### src/rtl/enable_sequencer.sv
// enable_sequencer: runtime-programmable multi-channel enable sequencer.
// After a start trigger, each channel's enable is asserted in order. Each
// channel waits its own delay, counted from the previous channel's assertion.
// A channel is either held high (level), asserted for a fixed number of
// cycles (pulse), or skipped without changing its output.

module enable_sequencer #(
  parameter int NUM_CH        = 4,
  parameter int CNT_W         = 16,
  parameter int DEFAULT_DELAY = 10
) (
  input  logic                                    clk,
  input  logic                                    rst,
  input  logic                                    start,
  input  logic                                    abort,
  input  logic                                    cfg_we,
  input  logic [((NUM_CH > 1) ? $clog2(NUM_CH) : 1)-1:0] cfg_ch,
  input  logic [CNT_W-1:0]                        cfg_delay,
  input  logic [1:0]                              cfg_mode,
  input  logic [CNT_W-1:0]                        cfg_len,
  output logic [NUM_CH-1:0]                       en_out,
  output logic                                    busy,
  output logic                                    done,
  output logic                                    cfg_err
);

  localparam int IDX_W = (NUM_CH > 1) ? $clog2(NUM_CH) : 1;
  localparam int CH_W  = $clog2(NUM_CH) + 1;

  localparam logic [CNT_W-1:0] CNT_ONE     = CNT_W'(1);
  localparam logic [CNT_W-1:0] DELAY_RESET = CNT_W'(DEFAULT_DELAY);
  localparam logic [CH_W-1:0]  CH_ONE      = CH_W'(1);
  localparam logic [CH_W-1:0]  LAST_CH     = CH_W'(NUM_CH - 1);
  localparam logic [IDX_W:0]   NUM_CH_EXT  = (IDX_W + 1)'(NUM_CH);

  localparam logic [1:0] MODE_LEVEL = 2'd0;
  localparam logic [1:0] MODE_PULSE = 2'd1;
  localparam logic [1:0] MODE_RSVD  = 2'd3;

  typedef enum logic [1:0] {
    IDLE = 2'd0,
    WAIT = 2'd1,
    HOLD = 2'd2
  } state_t;

  state_t           state;
  logic [CNT_W-1:0] cnt;
  logic [CH_W-1:0]  ch;
  logic [CNT_W-1:0] delay_r   [NUM_CH];
  logic [1:0]       mode_r    [NUM_CH];
  logic [CNT_W-1:0] len_r     [NUM_CH];
  logic [CNT_W-1:0] pulse_cnt [NUM_CH];

  logic [IDX_W-1:0] ch_idx;
  logic             cfg_ok;
  logic [CNT_W-1:0] pulse_load;

  // Decode the current channel, the legality of a config write and the pulse
  // length to load (a programmed length of zero still yields one cycle).
  always_comb begin
    ch_idx     = ch[IDX_W-1:0];
    cfg_ok     = cfg_we && (state == IDLE) && ({1'b0, cfg_ch} < NUM_CH_EXT) &&
                 (cfg_mode != MODE_RSVD);
    pulse_load = (len_r[ch_idx] == '0) ? CNT_ONE : len_r[ch_idx];
  end

  // Sequencer state machine, config registers and per-channel pulse timers.
  always_ff @(posedge clk) begin
    if (rst) begin
      state   <= IDLE;
      cnt     <= '0;
      ch      <= '0;
      en_out  <= '0;
      busy    <= 1'b0;
      done    <= 1'b0;
      cfg_err <= 1'b0;
      for (int k = 0; k < NUM_CH; k++) begin
        delay_r[k]   <= DELAY_RESET;
        mode_r[k]    <= MODE_LEVEL;
        len_r[k]     <= CNT_ONE;
        pulse_cnt[k] <= '0;
      end
    end else begin
      done    <= 1'b0;
      cfg_err <= cfg_we && !cfg_ok;

      if (cfg_ok) begin
        delay_r[cfg_ch] <= cfg_delay;
        mode_r[cfg_ch]  <= cfg_mode;
        len_r[cfg_ch]   <= cfg_len;
      end

      if (abort) begin
        state  <= IDLE;
        cnt    <= '0;
        ch     <= '0;
        en_out <= '0;
        busy   <= 1'b0;
        for (int k = 0; k < NUM_CH; k++) begin
          pulse_cnt[k] <= '0;
        end
      end else begin
        if (state != IDLE) begin
          for (int k = 0; k < NUM_CH; k++) begin
            if (pulse_cnt[k] != '0) begin
              pulse_cnt[k] <= pulse_cnt[k] - CNT_ONE;
              if (pulse_cnt[k] == CNT_ONE) begin
                en_out[k] <= 1'b0;
              end
            end
          end
        end

        case (state)
          IDLE: begin
            if (start) begin
              state <= WAIT;
              ch    <= '0;
              cnt   <= '0;
              busy  <= 1'b1;
            end
          end
          WAIT: begin
            if (cnt == delay_r[ch_idx]) begin
              case (mode_r[ch_idx])
                MODE_LEVEL: en_out[ch_idx] <= 1'b1;
                MODE_PULSE: begin
                  en_out[ch_idx]    <= 1'b1;
                  pulse_cnt[ch_idx] <= pulse_load;
                end
                default: ;
              endcase
              cnt <= '0;
              ch  <= ch + CH_ONE;
              if (ch == LAST_CH) begin
                done  <= 1'b1;
                busy  <= 1'b0;
                state <= HOLD;
              end
            end else begin
              cnt <= cnt + CNT_ONE;
            end
          end
          HOLD: ;
          default: state <= IDLE;
        endcase
      end
    end
  end

endmodule
### config.mk
export PLATFORM = sky130hd
export DESIGN_NAME = enable_sequencer
export DESIGN_NICKNAME = d
export VERILOG_FILES = /design/src/rtl/enable_sequencer.sv
export SDC_FILE = /design/constraint.sdc
export NUM_CORES = 1
export LEC_CHECK = 0
export ABC_AREA = 1
export ABC_CLOCK_PERIOD_IN_PS = 3250
export CAP_MARGIN = 20
export CORE_UTILIZATION = 30
export CTS_CLUSTER_SIZE = 8
export DETAILED_ROUTE_END_ITERATION = 12
export HOLD_SLACK_MARGIN = 0.05
export PLACE_DENSITY = 0.51
export SLEW_MARGIN = 10
export SYNTH_ARGS = -nofsm -noshare
export SYNTH_HDL_FRONTEND = slang
export SYNTH_SLANG_ARGS = --single-unit
export TNS_END_PERCENT = 5
### constraint.sdc
create_clock -name clk -period 3.25 [get_ports clk]
set_input_delay 0.4875 -clock clk [delete_from_list [all_inputs] [get_ports clk]]
set_output_delay 0.4875 -clock clk [all_outputs]
set_load 0.005 [all_outputs]
==> impl_metrics.json <==
{
  "viasPerCell": 4.73,
  "yosysWarnings": 0,
  "rows": 74,
  "r2r-end": "pulse_cnt[1][1]$_DFFE_PP_",
  "grt_pass1_vias": 9728,
  "yosysSeqAreaShare_pct": 53.1,
  "top_layer": "met4",
  "clockBufferDepth": 3,
  "finalNetCount": 1601,
  "worstPathRequired_ns": 3.46,
  "start_util_pct": 30.4,
  "stdcell_count": 2092,
  "fin_util_pct": 35.6,
  "fillers": 4176,
  "crit_path_start_kind": "register",
  "finalClockSkew_ns": 0.0230,
  "placed_area_um2": 13600,
  "min_path_cells": 2,
  "clock_latency_ns": 0.52,
  "worst_pin_slew_ns": 1.06,
  "drt_iter0_drc": 751,
  "design_area_um2": 14600,
  "drcViolationCount": 0,
  "portBuffers": 47,
  "synth_edf_count": 200,
  "wirelength_mm": 33.2,
  "wl_met2_mm": 15.1,
  "drive_gt1_share_pct": 6.03,
  "clk_pin_slew_ns": 0.05,
  "cp_max_fo": 81,
  "setup_tns_ns": 0,
  "die_w_um": 206,
  "crit_slowest_cell": "dfxtp_2",
  "hp-class": "reg -> reg",
  "synth_commonest_cells": "nand2_1 (393), nor2_1 (271), edfxtp_1 (200), inv_1 (152)",
  "r2r_slack_ns": 0.32,
  "fin_ws_ns": 0.315,
  "gp_congestion": 0.833,
  "synth_seq_cells": 230,
  "fin_crit_ns": 2.93,
  "io_pins": 48,
  "numCtsBuffers": 35,
  "wl_met1_mm": 15.5,
  "firstDrtPassIters": 7,
  "place_inst": 2037,
  "postSynthNetCount": 1539,
  "htreeDepth": 2,
  "vias": 9895,
  "overflow": 0,
  "wl_per_cell_um": 15.9,
  "r2r_cells": 14,
  "synth_most_common_cell": "nand2_1",
  "design.die.area_um2": 42300,
  "rsz0062_at_grt": "false",
  "clock-root-buffer": "clkbuf_16",
  "power_density_nw_per_um2": 506,
  "finalMaxSlewViolations": 0,
  "cts_hold_buf": 0,
  "cpMostUsedCell": "nand2_1",
  "critPathMaxStageDelay_ns": 0.39,
  "ys_top_cells_by_area": "edfxtp_1 (48%), nand2_1 (12%), nor2_1 (8.2%)",
  "grtUsageTotal_pct": 16.1,
  "dp_slack_ns": 0.348,
  "place_hpwl_mm": 22.0,
  "final_hold_viol_count": 0,
  "synth_top_area_cell": "edfxtp_1",
  "cts_resized": 0,
  "hp-start": "en_out[3]$_SDFF_PP0_",
  "total_leakage_power_nw": 6.08,
  "hold_end": "en_out[3]$_SDFF_PP0_",
  "ant_nets": 0,
  "outcome": "completed",
  "fin_crit_sh_pct": 90.3,
  "core_area_um2": 40800,
  "setup_viol": 0,
  "synth-main-ff-cell": "edfxtp_1",
  "cp_cell_sequence": "buf_12 -> nand2_1 -> nand3_1 -> nand2_1 -> nand2_1 -> nand2_1 -> nor2_1 -> nand2_1 -> nor2_1 -> nand2_1 -> nor2_2 -> nand4_1 -> nand3_1 -> buf_4",
  "synth-async-reset-ratio_pct": 0,
  "antenna_found_initial": 0,
  "num_antenna_cells": 0,
  "syn_avg_cell_area_um2": 8.40,
  "grt_pass1_wl_mm": 52.9,
  "fmax_mhz": 341,
  "area_growth_pct": 17.1,
  "cts_setup_buffers": 0,
  "cts_tree": "built",
  "relSlewSlack_pct": 29.4,
  "clock_sinks": 230,
  "synth_top_area_share_pct": 48.3,
  "synthDistinctLibCells": 39,
  "criticalPathCategory": "reg -> reg",
  "synth_cells": 1480,
  "worst_ir_drop_vdd_v": 0.000271,
  "wl_met3_mm": 1.93,
  "critPathArrivalTime_ns": 3.14,
  "die_h_um": 206,
  "netlist_area_um2": 12400,
  "drv_cap": 0,
  "grt_max_degree": 82,
  "cp-end-kind": "register"
}
## cell usage in the layout (no fill, tap or decap), types with 5 or more instances in the layout
cell / instances
inv_1: 152
clkbuf_1: 15
nor3_1: 24
ha_1: 18
clkbuf_16: 35
nand4_1: 80
buf_4: 33
nand3_1: 80
dfxtp_1: 29
a21oi_1: 44
edfxtp_1: 200
nor2_1: 270
xnor2_1: 8
buf_12: 6
xor2_1: 29
clkdlybuf4s50_1: 47
nand3b_1: 5
nand2_1: 393
o21ai_0: 50
## kinds of logic after synthesis
logic type	count (synthesis)	share of synthesized area, %
DFF	230	53.1
AOI/OAI and AO/OA	111	5.05
xor gates and xnor gates	37	2.61
and+or+nand+nor	867	29.6
adders and majority gates	18	1.81
buffers and inverters	217	7.83
## worst max-delay path by stage
stage / startpoint / endpoint / slack (ns) / depth (start not counted)
final: register / pulse_cnt[1][1]$_DFFE_PP_ / 0.32 / 14
after global routing: register / pulse_cnt[2][1]$_DFFE_PP_ / 0.02 / 15
after CTS: register / pulse_cnt[1][3]$_DFFE_PP_ / 0.34 / 14
after detailed placement: register / pulse_cnt[1][3]$_DFFE_PP_ / 0.35 / 14
after global placement: register / pulse_cnt[1][3]$_DFFE_PP_ / 0.36 / 14
after floorplan: cfg_mode[1] / delay_r[3][0]$_DFFE_PP_ / 0.24 / 8
## registers in the layout, summed over array words and instances (netlist names), named ones only
register	count
delay_r	64
len_r	64
pulse_cnt	64
cnt	16
mode_r	8
en_out	4
ch	3
state	2
busy	1
cfg_err	1
done	1
## metal layers
layer,track usage (%),vias up
met4,4.87,0
met5,0,-
met3,3.18,52
li1,-,5015
met2,26.0,237
met1,21.7,4591
## worst max-delay path, delay by kind of cell, from the launching register on
family | cells | cell delay [ns]
simple gates | 12 | 1.60
buf+inv | 2 | 0.60
flops | 1 | 0.39
## where the power goes
part | switching, mW | internal (mW)
sequential | 0.0716 | 3.38
clock | 1.31 | 2.00
combinational | 0.399 | 0.196
## through the flow
step	hold WS, ns	power, mW
after CTS	0.482	7.45
after global placement	0.463	4.10
final	0.479	7.36
after global routing	0.509	7.64
after detailed placement	0.471	4.11
after floorplan	0.452	3.86
## layout make-up
class | count | area [µm²] | share of cell area [%]
repair buffers | 87 | 850 | 5.84
multi-input cells | 1033 | 4860 | 33.4
clock buffers | 51 | 946 | 6.50
well taps | 532 | 666 | 4.57
flip-flops and latches | 230 | 6610 | 45.4
clock inverters | 4 | 33.8 | 0.232
inverters | 155 | 587 | 4.03
Note: power is estimated with default switching activity, not from simulation.
==> variant (same flow settings) <==
Encoding of `state_t`: now one-hot (3 bits for 3 states).
--- a/src/rtl/enable_sequencer.sv
+++ b/src/rtl/enable_sequencer.sv
@@ -39,6 +39,6 @@
 
-  typedef enum logic [1:0] {
-    IDLE = 2'd0,
-    WAIT = 2'd1,
-    HOLD = 2'd2
+  typedef enum logic [2:0] {
+    IDLE = 3'b001,
+    WAIT = 3'b010,
+    HOLD = 3'b100
   } state_t;
Formal check against the unedited RTL: same outputs for any inputs over 4 cycles, from zero or initial values and one cycle with rst high; so few cycles prove little.
==> variant against the unedited design <==
  * Routed wire length shrank 4.0%
  * Area after synthesis shrank 3.2%
  * Count of clock-buffer cells in the layout up 2
  * Largest cell class unchanged
  * Sequential cell count increased by 1
  * Combinational power up 34%
  * Setup slack improved by 0.23 ns
  * Cell count is 5.0% lower
  * Power increased by 3.0%
  * Final area decreased by 2.9%
  * Via count shrank 4.4%
==> variant: results (changes against the unedited design) <==
status=finished, final reports clean; Max VDD drop=320.3 uV (+18%); R2R depth=10 (-4); GRT met3 Usage=2.338% (-0.85 points); met2 WL post-DR=14.61 mm (-3.1%); mean number of vias per cell=4.761 (+0.67%); drt pass-1 iters=6 (-1); fill count=4030 (-3.5%); ranking of synthesized cells by area=edfxtp_1 (50%), nand2_1 (9.5%), nor2_1 (8.8%); P_int=5.660 mW (+1.5%); final WL=31.93 mm (-4.0%); Nets=1508 (-5.8%); layout cells sized above 1=5.514% (-0.51 points); Reg2Reg Setup Slack=0.55 ns (+0.23 ns); met2 GRT Util=25.44% (-0.57 points); DRT met1 WL=15.11 mm (-2.4%); Post-Place Cell Area=13160 um2 (-3.1%); max_slew headroom=58.96% (+30 points); first-pass GRT wire length=50.34 mm (-4.9%); top post-synthesis cells by count=nand2_1 (305), nor2_1 (282), edfxtp_1 (200), inv_1 (122), nand3_1 (85); max incr delay on CP=0.41 ns (+0.02 ns); met3 WL=1.364 mm (-29%); First DRT Iteration DRCs=569 (-24%); total track usage=15.71% (-0.40 points); CP Class=reg2reg; HP Start=ch[2]$_SDFFE_PP0P_; adder-cell share of the synthesized area=1.872% (+0.060 points); WP data arrival=2.98 ns (-0.16 ns); post-DP HPWL=21.00 mm (-4.7%); critical path's top delay family=buffers and inverters; register area share after synthesis=55.09% (+1.9 points); clock skew=0.02448 ns (+0.001455 ns); pin count of the biggest net entering global routing=69 (-16%); total sequential power=3.49 mW (+1%); routability cong.=0.8356 (+0.31%); Hold Path Sink=ch[2]$_SDFFE_PP0P_
variant: cell types whose count changed after synthesis, sizes merged, moves of 4 or more:
cell	delta
buf	-15
o22a	+11
nand3b	+4
o21ai	+58
nand4	-48
nand2	-88
nor2	+10
inv	-30
clkbuf	+11
a21oi	-6
variant: metrics by stage:
step	worst slack, ns	hold WS [ns]	power, mW	util [%]	cells
after global routing	0.3024	0.5174	7.892	36.16	1987
after global placement	0.4693	0.4687	4.347	33.65	1930
after CTS	0.5783	0.4873	7.674	36.16	1987
final	0.5483	0.4903	7.576	36.16	1987
after floorplan	0.2394	0.4550	4.030	-	1392
after detailed placement	0.3970	0.4787	4.351	33.65	1930
variant: final cells by class:
| type | instances | share of cell area [%] |
|---|---|---|
| clock buffers | 53 | 6.674 |
| clock inverters | 4 | 0.2478 |
| inverters | 125 | 3.337 |
| multi-input cells | 978 | 32.77 |
| flip-flops and latches | 231 | 46.88 |
| well taps | 518 | 4.585 |
| repair buffers | 78 | 5.505 |
